===== src/rtl/mips_pipe_pkg.sv =====
// Shared pipeline definitions: fetch state encoding, bubble instruction and PC increment.
package mips_pipe_pkg;

  typedef enum logic {
    StRun    = 1'b0,
    StHalted = 1'b1
  } fetch_state_e;

  localparam logic [31:0] DEFAULT_NOP_INSTR = 32'h0000_0000;
  localparam int unsigned PC_INC            = 4;

endpackage


===== src/rtl/if_stage_ctrl_if.sv =====
// Fetch-stage bundle: hazard controls and imem data in, fetch address and IF/ID register out.
interface if_stage_ctrl_if #(
  parameter int unsigned PC_WIDTH = 32
);
  logic                stall;
  logic                flush;
  logic [PC_WIDTH-1:0] branch_target;
  logic                halt;
  logic [31:0]         imem_instr;
  logic [PC_WIDTH-1:0] pc;
  logic [31:0]         if_id_instr;
  logic [PC_WIDTH-1:0] if_id_pc_plus4;
  logic                if_id_valid;
  logic                halted;

  modport master (
    output stall, flush, branch_target, halt, imem_instr,
    input  pc, if_id_instr, if_id_pc_plus4, if_id_valid, halted
  );

  modport slave (
    input  stall, flush, branch_target, halt, imem_instr,
    output pc, if_id_instr, if_id_pc_plus4, if_id_valid, halted
  );
endinterface


===== src/rtl/perf_sat_counter.sv =====
// Saturating event counter: increments on i_inc, sticks at all-ones.
module perf_sat_counter #(
  parameter int unsigned CNT_WIDTH = 32
) (
  input  logic                 i_clk,
  input  logic                 i_rst_n,
  input  logic                 i_inc,
  output logic [CNT_WIDTH-1:0] o_count
);
  logic [CNT_WIDTH-1:0] count_q;

  always_ff @(posedge i_clk or negedge i_rst_n) begin
    if (!i_rst_n) begin
      count_q <= '0;
    end else if (i_inc && (count_q != '1)) begin
      count_q <= count_q + 1'b1;
    end
  end

  assign o_count = count_q;
endmodule


===== src/rtl/if_stage_ctrl.sv =====
// Fetch stage control: PC and IF/ID register with flush > stall > halt > advance priority.
// Optional saturating stall/flush counters are built when PIPE_PERF_CNT_EN is defined.
module if_stage_ctrl
  import mips_pipe_pkg::*;
#(
  parameter int unsigned         PC_WIDTH  = 32,
  parameter logic [PC_WIDTH-1:0] RESET_PC  = '0,
  parameter logic [31:0]         NOP_INSTR = DEFAULT_NOP_INSTR,
  parameter int unsigned         CNT_WIDTH = 32
) (
  input  logic                 i_clk,
  input  logic                 i_rst_n,
  if_stage_ctrl_if.slave       bus,
  output logic [CNT_WIDTH-1:0] o_stall_cnt,
  output logic [CNT_WIDTH-1:0] o_flush_cnt
);
  fetch_state_e        state_q, state_d;
  logic [PC_WIDTH-1:0] pc_q, pc_d;
  logic [PC_WIDTH-1:0] pc_plus4_q, pc_plus4_d;
  logic [31:0]         instr_q, instr_d;
  logic                valid_q, valid_d;
  logic [PC_WIDTH-1:0] pc_seq;

  // Wraps modulo 2^PC_WIDTH by construction.
  assign pc_seq = pc_q + PC_WIDTH'(PC_INC);

  always_ff @(posedge i_clk or negedge i_rst_n) begin
    if (!i_rst_n) begin
      state_q    <= StRun;
      pc_q       <= RESET_PC;
      pc_plus4_q <= '0;
      instr_q    <= NOP_INSTR;
      valid_q    <= 1'b0;
    end else begin
      state_q    <= state_d;
      pc_q       <= pc_d;
      pc_plus4_q <= pc_plus4_d;
      instr_q    <= instr_d;
      valid_q    <= valid_d;
    end
  end

  always_comb begin
    state_d    = state_q;
    pc_d       = pc_q;
    pc_plus4_d = pc_plus4_q;
    instr_d    = instr_q;
    valid_d    = valid_q;
    unique case (state_q)
      StRun: begin
        if (bus.flush) begin
          pc_d       = {bus.branch_target[PC_WIDTH-1:2], 2'b00};
          instr_d    = NOP_INSTR;
          pc_plus4_d = '0;
          valid_d    = 1'b0;
        end else if (bus.stall) begin
          // Hold PC and IF/ID, including valid.
        end else if (bus.halt) begin
          instr_d    = NOP_INSTR;
          pc_plus4_d = '0;
          valid_d    = 1'b0;
          state_d    = StHalted;
        end else begin
          pc_d       = pc_seq;
          instr_d    = bus.imem_instr;
          pc_plus4_d = pc_seq;
          valid_d    = 1'b1;
        end
      end
      StHalted: begin
        instr_d    = NOP_INSTR;
        pc_plus4_d = '0;
        valid_d    = 1'b0;
      end
    endcase
  end

  assign bus.pc             = pc_q;
  assign bus.if_id_instr    = instr_q;
  assign bus.if_id_pc_plus4 = pc_plus4_q;
  assign bus.if_id_valid    = valid_q;
  assign bus.halted         = (state_q == StHalted);

`ifdef PIPE_PERF_CNT_EN
  logic stall_inc, flush_inc;

  assign stall_inc = (state_q == StRun) && bus.stall && !bus.flush;
  assign flush_inc = (state_q == StRun) && bus.flush;

  perf_sat_counter #(
    .CNT_WIDTH (CNT_WIDTH)
  ) u_stall_cnt (
    .i_clk   (i_clk),
    .i_rst_n (i_rst_n),
    .i_inc   (stall_inc),
    .o_count (o_stall_cnt)
  );

  perf_sat_counter #(
    .CNT_WIDTH (CNT_WIDTH)
  ) u_flush_cnt (
    .i_clk   (i_clk),
    .i_rst_n (i_rst_n),
    .i_inc   (flush_inc),
    .o_count (o_flush_cnt)
  );
`else
  assign o_stall_cnt = '0;
  assign o_flush_cnt = '0;
`endif
endmodule


===== src/flat_wrapper.sv =====
// flat-port wrapper written by rule: the top's interface ports become plain ports
module if_stage_ctrl_flat import mips_pipe_pkg::*;
#(
  parameter int unsigned         PC_WIDTH  = 32,
  parameter logic [PC_WIDTH-1:0] RESET_PC  = '0,
  parameter logic [31:0]         NOP_INSTR = DEFAULT_NOP_INSTR,
  parameter int unsigned         CNT_WIDTH = 32
)
  (i_clk, i_rst_n, o_stall_cnt, o_flush_cnt, bus_stall, bus_flush, bus_branch_target, bus_halt, bus_imem_instr, bus_pc, bus_if_id_instr, bus_if_id_pc_plus4, bus_if_id_valid, bus_halted);
  if_stage_ctrl_if #(.PC_WIDTH(PC_WIDTH)) bus_i ();
  input  logic i_clk;
  input  logic i_rst_n;
  output logic [CNT_WIDTH-1:0] o_stall_cnt;
  output logic [CNT_WIDTH-1:0] o_flush_cnt;
  input wire logic [$bits(bus_i.stall)-1:0] bus_stall;
  input wire logic [$bits(bus_i.flush)-1:0] bus_flush;
  input wire logic [$bits(bus_i.branch_target)-1:0] bus_branch_target;
  input wire logic [$bits(bus_i.halt)-1:0] bus_halt;
  input wire logic [$bits(bus_i.imem_instr)-1:0] bus_imem_instr;
  output wire logic [$bits(bus_i.pc)-1:0] bus_pc;
  output wire logic [$bits(bus_i.if_id_instr)-1:0] bus_if_id_instr;
  output wire logic [$bits(bus_i.if_id_pc_plus4)-1:0] bus_if_id_pc_plus4;
  output wire logic [$bits(bus_i.if_id_valid)-1:0] bus_if_id_valid;
  output wire logic [$bits(bus_i.halted)-1:0] bus_halted;
  assign bus_i.stall = bus_stall;
  assign bus_i.flush = bus_flush;
  assign bus_i.branch_target = bus_branch_target;
  assign bus_i.halt = bus_halt;
  assign bus_i.imem_instr = bus_imem_instr;
  assign bus_pc = bus_i.pc;
  assign bus_if_id_instr = bus_i.if_id_instr;
  assign bus_if_id_pc_plus4 = bus_i.if_id_pc_plus4;
  assign bus_if_id_valid = bus_i.if_id_valid;
  assign bus_halted = bus_i.halted;
  if_stage_ctrl #(.PC_WIDTH(PC_WIDTH), .RESET_PC(RESET_PC), .NOP_INSTR(NOP_INSTR), .CNT_WIDTH(CNT_WIDTH)) u_core (.i_clk(i_clk), .i_rst_n(i_rst_n), .bus(bus_i), .o_stall_cnt(o_stall_cnt), .o_flush_cnt(o_flush_cnt));
endmodule

===== config.mk =====
export PLATFORM = sky130hd
export DESIGN_NAME = if_stage_ctrl_flat
export DESIGN_NICKNAME = d
export VERILOG_FILES = /design/src/rtl/mips_pipe_pkg.sv /design/src/rtl/if_stage_ctrl_if.sv /design/src/rtl/perf_sat_counter.sv /design/src/rtl/if_stage_ctrl.sv /design/src/flat_wrapper.sv
export SDC_FILE = /design/constraint.sdc
export NUM_CORES = 1
export LEC_CHECK = 0
export BUFFER_PORTS_ARGS = -buffer_cell sky130_fd_sc_hd__buf_4
export CAP_MARGIN = 20
export CORE_AREA = 2 2 124 102
export CTS_CLUSTER_DIAMETER = 100
export CTS_CLUSTER_SIZE = 24
export DETAILED_ROUTE_END_ITERATION = 6
export DIE_AREA = 0 0 126 104
export PLACE_DENSITY = 0.75
export SYNTH_ARGS = -nofsm -noshare
export SYNTH_HDL_FRONTEND = slang
export SYNTH_SLANG_ARGS = --single-unit
export TNS_END_PERCENT = 20

===== constraint.sdc =====
create_clock -name i_clk -period 2.4 [get_ports i_clk]
set_clock_uncertainty 0.05 [all_clocks]
set_input_delay 0.36 -clock i_clk [delete_from_list [all_inputs] [get_ports i_clk]]
set_output_delay 0.36 -clock i_clk [all_outputs]
set_load 0.1 [all_outputs]

==> results of run 1 <==
layout make-up:
class,count,share of cell area
sequential,95,0.3610
clock buffer,10,0.03600
tap,152,0.02865
inverter,3,0.001697
timing repair buffer,177,0.2043
clock inverter,6,0.006598
multi-input combinational,393,0.3617
worst min-delay path by stage:
| stage | from | to | slack, ns | cells past startpoint |
|---|---|---|---|---|
| floorplan | i_rst_n | u_core.bus.halted | 0.01 | 0 |
| global placement | i_rst_n | u_core.bus.if_id_pc_plus4[5] | 0.24 | 1 |
| detailed placement | i_rst_n | u_core.bus.if_id_pc_plus4[4] | 0.25 | 1 |
| CTS | bus_imem_instr[30] | u_core.bus.if_id_instr[30] | 0.16 | 2 |
| global route | bus_imem_instr[30] | u_core.bus.if_id_instr[30] | 0.17 | 2 |
| finish | bus_imem_instr[23] | u_core.bus.if_id_instr[23] | 0.17 | 2 |
routing by layer:
metal | track usage | vias up | part of all wire
met5 | 0 | - | 0
met4 | 0.06279 | 0 | 0.020
met3 | 0.06121 | 28 | 0.077
met2 | 0.3372 | 186 | 0.47
met1 | 0.3061 | 2200 | 0.44
li1 | - | 2076 | -
state kept, by name, indices dropped and copies added, names as in the netlist:
| register | count |
|---|---|
| u_core.bus.if_id_instr | 32 |
| u_core.bus.if_id_valid | 1 |
| u_core.bus.pc | 30 |
| u_core.bus.halted | 1 |
| u_core.bus.if_id_pc_plus4 | 31 |
metrics by stage:
stage	setup WS, ns	utilization	instances
2_1_floorplan	0.004551	-	599
3_5_place_dp	0.2859	0.5336	819
3_3_place_gp	0.4092	0.5336	819
4_1_cts	0.2865	0.5582	836
5_1_grt	0.09309	0.5582	836
6_report	0.2484	0.5582	836
power by group:
group	internal [W]	leakage [nW]	switching (W)	total (W)
sequential	0.00160	1.24	0.00000584	0.00161
clock	0.000736	0.139	0.000636	0.00137
combinational	0.0000961	1.76	0.000568	0.000664
total	0.00244	3.14	0.00121	0.00365
cells in the final DEF, fill, tap and decap left out, types with 10 or more instances in the layout:
cell	instances
xor2_1	12
conb_1	66
dfrtp_1	80
nand3_1	16
o22ai_1	16
o21ai_1	10
nand2_1	60
buf_4	174
mux2i_1	10
xnor2_1	16
a22o_1	34
a21oi_1	19
o21ai_0	25
nor2_1	18
dfrtp_2	15
nor3_1	14
cells by family (layout without fill, tap and decap cells):
group           count (synthesis)  after routing  synth area share
flops                          95             95            0.4552
buf+inv                       111            196            0.1330
xor+xnor                       28             28           0.04696
simple gates                  152            152            0.1629
compound gates                136            136            0.1797
fa+ha+maj                       1              1          0.002395
mux                            10             10           0.01917
other cells                     1             66         0.0007180
repair_timing:
action | in CTS | in global routing
buffers inserted | 0 | 0
hold buffers | 1 | 0
endpoints found under the hold margin | 22 | 0
resized for setup | 0 | 0
==> implementation parameters, run 1 <==
Parameter                              Value

Outcome
  Result of the run ... finished, final reports clean

Critical path
  Kind of critical path ... flip-flop to flip-flop
  Crit path required time ... approximately 2.6 ns
  Number of cells on the critical path ... 6
  Worst Reg-to-Reg Cells ... 6
  Data arrival time of the critical path ... 2.32 ns
  Sort of element at the end of the critical path ... flip-flop
  Critical register-to-register path endpoint ... u_core.bus.pc[14]
  Worst Setup SP ... u_core.bus.pc[2]
  Number of buffers and inverters on the critical path ... 0
  Flop2flop setup slack ... around 0.25 ns
  Critical path startpoint category ... flip-flop
  Cell at the slowest stage of the critical path ... dfrtp_2
  Cell class contributing the biggest share of worst-path delay ... simple AND/OR/NAND/NOR gates
  Largest fanout of any net on the critical path ... 9
  Origin of the critical flop-to-flop path ... u_core.bus.pc[2]
  End of the critical path ... u_core.bus.pc[14]
  Peak per-stage delay on the critical path ... 0.43 ns
  Cell-by-cell listing of the critical path ... ha_1 -> and3_1 -> nand2_1 -> nor4_1 -> mux2i_1 -> a21oi_1

Yosys
  Part of the Yosys area used for sequential elements ... 0.4552
  Portion of synthesized cell area occupied by the leading cell type ... 0.4552
  Async SR Flop Fraction ... 1.000
  Summed instance area of the synthesized netlist ... 5223 µm²
  Dominant cell by count in the synthesized netlist ... dfrtp_1
  Number of cells produced by synthesis ... between 500 and 600
  Most used flip-flop cell after synthesis ... dfrtp_1
  Leading cell types by total area after synthesis ... dfrtp_1 46%, buf_4 9.8%, a22o_1 5.7%
  Post-Syn Area per Cell ... a little under 10 µm²
  Cell type with the largest total area after synthesis ... dfrtp_1
  Flop and latch count out of synthesis ... between 90 and 100
  Top cell types by occurrence after synthesis ... 95 x dfrtp_1, 68 x buf_4, 60 x nand2_1, 34 x a22o_1, 25 x o21ai_0
  Distinct cell type count of the synthesized netlist ... between 40 and 50
  EDFF count, synth ... 0
  Yosys warning total ... 0

Timing
  Fin Hold WS ... 0.1730 ns
  Maximum clock frequency ... between 400 and 500 MHz
  Max Transition Viols Final ... 0
  Worst slew margin ... 0.5816
  Tightest Pin Transition ... between 0.6 and 0.7 ns
  Accumulated negative setup slack ... 0 ns
  Unrepaired setup endpoints after global routing ... no
  Hold Fails Final Rpt ... 0
  Fin crit period ... between 2 and 2.5 ns
  Total of endpoints with negative setup slack in the final report ... 0
  Final cycle utilization of the critical path ... 0.8965

Final layout
  Final Cell Area ... ~6600 µm²
  Multi-input combinational cell area ... between 2000 and 2500 µm²
  Layout cells sized above 1 ... 0.3275
  Area taken by flip-flops and latches ... ~2400 µm²
  Area added between synthesis and finish ... 27.10%
  Antenna Cells ... 0
  Filler cells ... between 1,000 and 1,500
  Total number of nets in the final design ... approximately 750

CTS
  Clk buf depth ... 2
  Root buffer selected by CTS ... clkbuf_16
  Insertion delay to the later sink of the worst-skew pair ... between 0.3 and 0.4 ns
  Clock buffers created by TritonCTS ... 9
  CTS H-tree depth ... 3
  Clock-pin slew of the registers on the worst-case setup and hold paths ... roughly 0.07 ns
  Number of sinks driven by the clock tree ... between 90 and 100
  TritonCTS clock tree ... done

GRT
  GR Util All Layers ... 0.2201
  Vias in the first global route ... 4,209
  Pin count of the biggest net entering global routing ... 43
  Wire length of the first global-routing pass ... about 23,000 µm
  Aggregate global routing overflow ... 0
  Antenna violations before repair ... 0

Route
  Routed len/inst ... around 17 µm
  Routed WL ... 14,340 µm
  Remaining number of nets flagged by the antenna check after routing ... 0
  Via count ... about 4,500
  1st-iter DRT viols ... between 200 and 300
  Number of vias per cell after detailed routing ... between 5 and 6
  Drt pass-1 iters ... 5
  Drt drc ... 0

Placed design
  Port Buffer Count ... roughly 160
  Routability-driven placement congestion ratio ... between 0.8 and 0.9
  Placed standard-cell area ... between 6000 and 7000 µm²
  Detailed Place HPWL ... roughly 11,000 µm

Floorplanning
  Count of pins on the block boundary ... 231
  FP Rows ... 36
  Die ar. ... 13,100 µm²
  Effective utilization at floorplan ... 0.4392
  Floorplan core area ... 11,890 µm²
  Die height ... around 100 µm
  Die width ... 126 µm

Pwr
  Total leakage power ... 3.142 nW
  Pwr Total ... roughly 0.0036 W
  Worst-case vdd ir drop ... around 0.40 mV
  Power density over the cells ... 549.1 nW/µm²

Flow run
  Count of maximum capacitance violations ... 0

Min path
  Worst min-delay path category ... input pin to flip-flop
(Power assumes the default switching activity.)
==> run 2, diff against run 1 <==
--- a/config.mk
+++ b/config.mk
@@ -6,13 +6,15 @@
 export NUM_CORES = 1
 export LEC_CHECK = 0
 export BUFFER_PORTS_ARGS = -buffer_cell sky130_fd_sc_hd__buf_4
-export CAP_MARGIN = 20
-export CORE_AREA = 2 2 124 102
+export CAP_MARGIN = 10
+export CELL_PAD_IN_SITES_DETAIL_PLACEMENT = 1
+export CELL_PAD_IN_SITES_GLOBAL_PLACEMENT = 1
+export CORE_AREA = 2 2 140 115
 export CTS_CLUSTER_DIAMETER = 100
 export CTS_CLUSTER_SIZE = 24
 export DETAILED_ROUTE_END_ITERATION = 6
-export DIE_AREA = 0 0 126 104
-export PLACE_DENSITY = 0.75
+export DIE_AREA = 0 0 142 117
+export PLACE_DENSITY_LB_ADDON = 0.1
 export SYNTH_ARGS = -nofsm -noshare
 export SYNTH_HDL_FRONTEND = slang
 export SYNTH_SLANG_ARGS = --single-unit
==> implementation parameters, run 2 (synthesized netlist as in run 1, its figures left out) <==
Parameter                              Value

Route
  Remaining number of nets flagged by the antenna check after routing ... 0 (unchanged)
  1st-iter DRT viols ... 215 (-21%)
  Routed len/inst ... 18.57 µm (+8.2%)
  Via count ... 4,508 (+0.40%)
  Drt drc ... 0 (unchanged)
  Number of vias per cell after detailed routing ... 5.077 (-5.5%)
  Routed WL ... 16,490 µm (+15%)
  Drt pass-1 iters ... 4 (-1)

CTS
  Clk buf depth ... 2 (unchanged)
  TritonCTS clock tree ... done
  Root buffer selected by CTS ... clkbuf_16
  Clock-pin slew of the registers on the worst-case setup and hold paths ... 0.07 ns (about the same)
  Clock buffers created by TritonCTS ... 9 (unchanged)
  Number of sinks driven by the clock tree ... 95 (unchanged)
  Setup repair bufs after CTS ... 0 (unchanged)
  Insertion delay to the later sink of the worst-skew pair ... 0.35 ns (about the same)
  CTS H-tree depth ... 3 (unchanged)

Timing
  Worst slew margin ... 0.5591 (-0.02248)
  Total of endpoints with negative setup slack in the final report ... 0 (unchanged)
  Max Transition Viols Final ... 0 (unchanged)
  Final cycle utilization of the critical path ... 0.9408 (+0.04432)
  Tightest Pin Transition ... 0.6553 ns (+0.02919 ns)
  Fin Hold WS ... -0.01158 ns (-0.1846 ns)
  Hold Fails Final Rpt ... 2 (+2)
  Maximum clock frequency ... 442.9 MHz (-4.7%)
  Accumulated negative setup slack ... 0 ns (unchanged)
  Fin crit period ... 2.258 ns (+0.1064 ns)

Outcome
  Violations in the final reports ... negative hold slack
  Result of the run ... complete, but fails checks

Critical path
  Crit path required time ... 2.61 ns (+0.04 ns)
  Worst Setup SP ... u_core.bus.pc[2]
  Sort of element at the end of the critical path ... flip-flop
  Worst Reg-to-Reg Cells ... 6 (unchanged)
  Data arrival time of the critical path ... 2.47 ns (+0.15 ns)
  Kind of critical path ... flip-flop to flip-flop
  Origin of the critical flop-to-flop path ... u_core.bus.pc[2]
  Critical path startpoint category ... flip-flop
  Largest fanout of any net on the critical path ... 9 (unchanged)

GRT
  Pin count of the biggest net entering global routing ... 96 (+120%)
  GR Util All Layers ... 0.1978 (-0.02231)
  Wire length of the first global-routing pass ... 25,190 µm (+8.8%)
  Vias in the first global route ... 4,478 (+6.4%)
  Aggregate global routing overflow ... 0 (unchanged)
  Antenna violations before repair ... 0 (unchanged)

Pwr
  Worst-case vdd ir drop ... 0.2944 mV (-26%)
  Total leakage power ... 3.224 nW (+2.6%)
  Pwr Total ... 0.003764 W (+3.3%)
  Power density over the cells ... 551.8 nW/µm² (+0.48%)

Floorplanning
  Count of pins on the block boundary ... 231 (unchanged)
  Die ar. ... 16,610 µm² (+27%)
  Die width ... 142 µm (+13%)
  Die height ... 117 µm (+13%)
  FP Rows ... 41 (+14%)
  Floorplan core area ... 15,340 µm² (+29%)
  Effective utilization at floorplan ... 0.3405 (-0.09870)

Final layout
  Antenna Cells ... 0 (unchanged)
  Util after Layout ... 0.4447 (-0.1135)
  Leading cell type in the layout, fill and taps excluded ... buf_4
  Commonest cells after routing, fill and taps aside ... 184 x buf_4, 80 x dfrtp_1, 66 x conb_1, 60 x nand2_1, 34 x a22o_1
  Count of non-filler cells in the finished layout ... 888 (+6.2%)
  Area added between synthesis and finish ... 30.62%
  Total number of nets in the final design ... 760 (+1.5%)
  Layout cells sized above 1 ... 0.3396 (+0.01208)
  Flip-flop count of the largest register after layout ... 32 (unchanged)

Placed design
  Detailed Place HPWL ... 11,940 µm (+13%)
  Number of placed cells counting well taps ... 872 (+6.5%)
  Routability-driven placement congestion ratio ... 0.8301 (-6.2%)
  Port Buffer Count ... 162 (unchanged)

Flow run
  Count of maximum capacitance violations ... 0 (unchanged)

Min path
  Worst min-delay path category ... input pin to async pin
[run 2: worst paths after layout]
path / endpoint / slack, ns
min in group i_clk: u_core.bus.pc[24] / 0.17
max in group asynchronous: u_core.bus.pc[18] / 1.87
worst min-delay path: u_core.bus.if_id_pc_plus4[11] / -0.01
worst max register to register: u_core.bus.pc[26] / 0.14
worst max-delay path: u_core.bus.pc[26] / 0.14
worst min register to register: u_core.bus.if_id_pc_plus4[22] / 0.44
[run 2: area by class of cell]
type	instances	area, µm²
fillers	1766	8517
multi-input cells	393	2407
flip-flops and latches	95	2396
repair buffers	188	1461
well taps	193	241.5
clock buffers	9	225.2
clock inverters	7	78.83
inverters	3	11.26
[run 2: critical path, cell delays in order, from the launching register on]
cell and delay (ns):
dfrtp_2 0.45, ha_1 0.28, nand3_1 0.32, nor2_2 0.48
and3_1 0.30, a211oi_1 0.09, a311oi_1 0.20
[run 2: stage by stage]
step           area, µm²  setup slack [ns]
2_1_floorplan       5485          0.004551
3_3_place_gp        6511            0.2839
3_5_place_dp        6511            0.2194
4_1_cts             6815            0.1300
5_1_grt             6822         -0.002405
6_report            6822            0.1421
[run 2: power breakdown]
part | switching (W) | internal (W) | total, W
registers | 0.00000685 | 0.00160 | 0.00161
logic | 0.000569 | 0.0000970 | 0.000666
clock network | 0.000667 | 0.000821 | 0.00149
total | 0.00124 | 0.00252 | 0.00376
[run 2: routing by layer]
metal  vias up  part of all wire  global-route usage
met1      2221              0.48              0.2833
met4         0             0.013             0.06200
met3        19             0.053             0.03621
met5         -                 0                   0
li1       2104                 -                   -
met2       164              0.45              0.3060
[run 2: repair_timing]
item	CTS	global route
endpoints found under the setup margin	0	1
hold buffers	0	0
resized for setup	0	1
hold endpoints to repair	0	0
==> run 3, diff against run 2 <==
--- a/config.mk
+++ b/config.mk
@@ -5,15 +5,16 @@
 export SDC_FILE = /design/constraint.sdc
 export NUM_CORES = 1
 export LEC_CHECK = 0
+export ABC_AREA = 1
 export BUFFER_PORTS_ARGS = -buffer_cell sky130_fd_sc_hd__buf_4
 export CAP_MARGIN = 10
 export CELL_PAD_IN_SITES_DETAIL_PLACEMENT = 1
 export CELL_PAD_IN_SITES_GLOBAL_PLACEMENT = 1
-export CORE_AREA = 2 2 140 115
+export CORE_AREA = 2 2 143 117
 export CTS_CLUSTER_DIAMETER = 100
 export CTS_CLUSTER_SIZE = 24
 export DETAILED_ROUTE_END_ITERATION = 6
-export DIE_AREA = 0 0 142 117
+export DIE_AREA = 0 0 145 119
 export PLACE_DENSITY_LB_ADDON = 0.1
 export SYNTH_ARGS = -nofsm -noshare
 export SYNTH_HDL_FRONTEND = slang
==> constraint.sdc (replaced) <==
create_clock -name i_clk -period 2.4 [get_ports i_clk]
set_clock_uncertainty 0.05 [all_clocks]
set_input_delay 0.36 -clock i_clk [delete_from_list [all_inputs] [get_ports i_clk]]
set_output_delay 0.36 -clock i_clk [all_outputs]
set_load 0.005 [all_outputs]
==> implementation parameters, run 3 <==
Parameter                              Value

Timing
  Total of endpoints with negative setup slack in the final report ... 0 (unchanged)
  Accumulated negative setup slack ... 0 ns (unchanged)
  Hold Fails Final Rpt ... 12 (+10)
  Fin Hold WS ... -0.01266 ns (-0.001083 ns)
  Maximum clock frequency ... 507.1 MHz (+14%)
  Final cycle utilization of the critical path ... 0.8217 (-0.1191)
  Max Transition Viols Final ... 0 (unchanged)
  Unrepaired setup endpoints after global routing ... no
  Worst slew margin ... 0.4868 (-0.07230)
  Tightest Pin Transition ... 0.7696 ns (+0.1144 ns)
  Fin crit period ... 1.972 ns (-0.2858 ns)

Final layout
  Area added between synthesis and finish ... 29.55%
  Layout cells sized above 1 ... 0.2442 (-0.09540)
  Antenna Cells ... 0 (unchanged)
  Final Cell Area ... 6631 µm² (-2.8%)
  Total number of nets in the final design ... 880 (+16%)
  Flip-flop count of the largest register after layout ... 32 (unchanged)
  Count of non-filler cells in the finished layout ... 1,035 (+17%)
  Commonest cells after routing, fill and taps aside ... 223 x nand2_1, 172 x buf_4, 95 x dfrtp_1, 76 x nor2_1, 66 x conb_1
  Area taken by flip-flops and latches ... 2377 µm² (-0.78%)
  Leading cell type in the layout, fill and taps excluded ... nand2_1
  Filler cells ... 2,013 (+14%)
  Util after Layout ... 0.4137 (-0.03099)
  Multi-input combinational cell area ... 2247 µm² (-6.7%)

GRT
  Pin count of the biggest net entering global routing ... 65 (-32%)
  Antenna violations before repair ... 0 (unchanged)
  GR Util All Layers ... 0.1911 (-0.006650)
  Aggregate global routing overflow ... 0 (unchanged)
  Wire length of the first global-routing pass ... 26,160 µm (+3.9%)
  Vias in the first global route ... 4,855 (+8.4%)

Flow run
  Count of maximum capacitance violations ... 0 (unchanged)

Floorplanning
  FP Rows ... 42 (+2.4%)
  Die height ... 119 µm (+1.7%)
  Die ar. ... 17,260 µm² (+3.9%)
  Count of pins on the block boundary ... 231 (unchanged)
  Floorplan core area ... 16,030 µm² (+4.5%)
  Die width ... 145 µm (+2.1%)
  Effective utilization at floorplan ... 0.3194 (-0.02112)

Critical path
  Flop2flop setup slack ... 0.43 ns (+0.29 ns)
  Peak per-stage delay on the critical path ... 0.46 ns (-0.02 ns)
  Sort of element at the end of the critical path ... flip-flop
  Cell-by-cell listing of the critical path ... ha_1 -> nand2_1 -> nor2_1 -> nand2_1 -> nor2_2 -> nand2_1 -> nand2_1 -> nand3_1 -> nand2_1 -> nand2_1
  Crit path required time ... 2.59 ns (-0.02 ns)
  Critical path startpoint category ... flip-flop
  Largest fanout of any net on the critical path ... 6 (-3)
  Most Frequent Cell on Critical Path ... nand2_1
  Kind of critical path ... flip-flop to flip-flop
  Data arrival time of the critical path ... 2.16 ns (-0.31 ns)
  Cell at the slowest stage of the critical path ... dfrtp_1

CTS
  Number of sinks driven by the clock tree ... 95 (unchanged)
  Number of hold buffers added after cts ... 0 (unchanged)
  Clock buffers created by TritonCTS ... 9 (unchanged)
  Root buffer selected by CTS ... clkbuf_16
  Insertion delay to the later sink of the worst-skew pair ... 0.34 ns (about the same)
  TritonCTS clock tree ... done
  Clock-pin slew of the registers on the worst-case setup and hold paths ... 0.07 ns (about the same)
  CTS H-tree depth ... 3 (unchanged)
  Setup repair bufs after CTS ... 0 (unchanged)
  Clk buf depth ... 2 (unchanged)
  PostCTS Resize Cnt ... 0 (unchanged)

Yosys
  Yosys warning total ... 0 (unchanged)
  Cell type with the largest total area after synthesis ... dfrtp_1
  Most used flip-flop cell after synthesis ... dfrtp_1
  Dominant cell by count in the synthesized netlist ... nand2_1
  Part of the Yosys area used for sequential elements ... 0.4644 (+0.009235)
  Number of cells produced by synthesis ... 651 (+22%)
  Distinct cell type count of the synthesized netlist ... 29 (-41%)
  Async SR Flop Fraction ... 1.000 (unchanged)
  EDFF count, synth ... 0 (unchanged)
  Portion of synthesized cell area occupied by the leading cell type ... 0.4644 (+0.009235)
  Flop and latch count out of synthesis ... 95 (unchanged)
  Post-Syn Area per Cell ... 7.863 µm² (-20%)
  Leading cell types by total area after synthesis ... dfrtp_1 46%, nand2_1 16%, buf_4 10%
  Summed instance area of the synthesized netlist ... 5119 µm² (-2.0%)
  Top cell types by occurrence after synthesis ... 223 x nand2_1, 95 x dfrtp_1, 76 x nor2_1, 69 x buf_4

Route
  1st-iter DRT viols ... 216 (+0.47%)
  Drt drc ... 0 (unchanged)
  Routed WL ... 16,280 µm (-1.3%)
  Routed length on met3 ... 798 µm (-9.5%)
  Via count ... 4,639 (+2.9%)
  Routed len/inst ... 15.73 µm (-15%)
  Length of routed met2 wiring ... 7482 µm (unchanged)
  Highest routing layer actually used ... met4
  Remaining number of nets flagged by the antenna check after routing ... 0 (unchanged)
  Drt pass-1 iters ... 4 (unchanged)
  Length of routed wiring on met1 ... 7733 µm (-2.2%)
  Number of vias per cell after detailed routing ... 4.482 (-12%)

Outcome
  Violations in the final reports ... negative hold slack
  Result of the run ... complete, but fails checks

Placed design
  Routability-driven placement congestion ratio ... 0.7857 (-5.3%)
  Port Buffer Count ... 162 (unchanged)
  Number of placed cells counting well taps ... 1,019 (+17%)
  Detailed Place HPWL ... 12,220 µm (+2.3%)
  Placed standard-cell area ... 6346 µm² (-2.5%)

Pwr
  Worst-case vdd ir drop ... 0.4188 mV (+42%)
  Power density over the cells ... 774.0 nW/µm² (+40%)
  Total leakage power ... 3.582 nW (+11%)

Min path
  Worst min-delay path category ... input pin to async pin
[run 3: worst paths after layout]
check / depth (start not counted) / start / end
worst max-delay path: 10 / u_core.bus.pc[2] / u_core.bus.pc[22]
worst min-delay path: 1 / i_rst_n / u_core.bus.if_id_instr[30]
worst max register to register: 10 / u_core.bus.pc[2] / u_core.bus.pc[22]
max in group asynchronous: 2 / i_rst_n / u_core.bus.if_id_pc_plus4[26]
worst min register to register: 2 / u_core.bus.if_id_pc_plus4[18] / u_core.bus.if_id_pc_plus4[18]
min in group i_clk: 2 / bus_imem_instr[22] / u_core.bus.if_id_instr[22]
[run 3: area by class of cell]
| class | count | share of cell area |
|---|---|---|
| Clock buffer | 12 | 0.03868 |
| Clock inverter | 4 | 0.004340 |
| Timing Repair Buffer | 173 | 0.1977 |
| Sequential cell | 95 | 0.3585 |
| Tap cell | 220 | 0.04151 |
| Multi-Input combinational cell | 495 | 0.3389 |
| Inverter | 36 | 0.02038 |
[run 3: power by group]
group          leakage (nW)  internal, W  total [W]  switching, W
clock                 0.135     0.000763    0.00140      0.000639
combinational          2.18     0.000679    0.00146      0.000785
sequential             1.27      0.00184    0.00227      0.000427
[run 3: per-stage QoR]
step	worst slack, ns	total power (W)
floorplan	0.8114	0.002987
global placement	0.3451	0.003718
detailed placement	0.2284	0.003775
CTS	0.3929	0.005214
global route	0.2034	0.005524
finish	0.4279	0.005133
[run 3: logic make-up after synthesis]
kind of cell,count (synthesis),share of synthesized area
AO/OA/AOI/OAI,86,0.1156
adder cells (fa/ha/maj),1,0.002444
XOR/XNOR,9,0.01540
other,1,0.0007326
AND/OR/NAND/NOR,333,0.2559
flip-flops,95,0.4644
buffers and inverters,126,0.1454
[run 3: routing by layer]
layer	global-route usage	vias to the layer above
met5	0	-
met3	0.04559	16
met1	0.2602	2244
met4	0.05322	0
met2	0.3051	123
li1	-	2256
[run 3: worst max-delay path: cells and delay by family (launching register included)]
kind,cells,cell delay [ns]
flip-flops,1,0.46
adder cells (fa/ha/maj),1,0.25
AND/OR/NAND/NOR,9,1.10
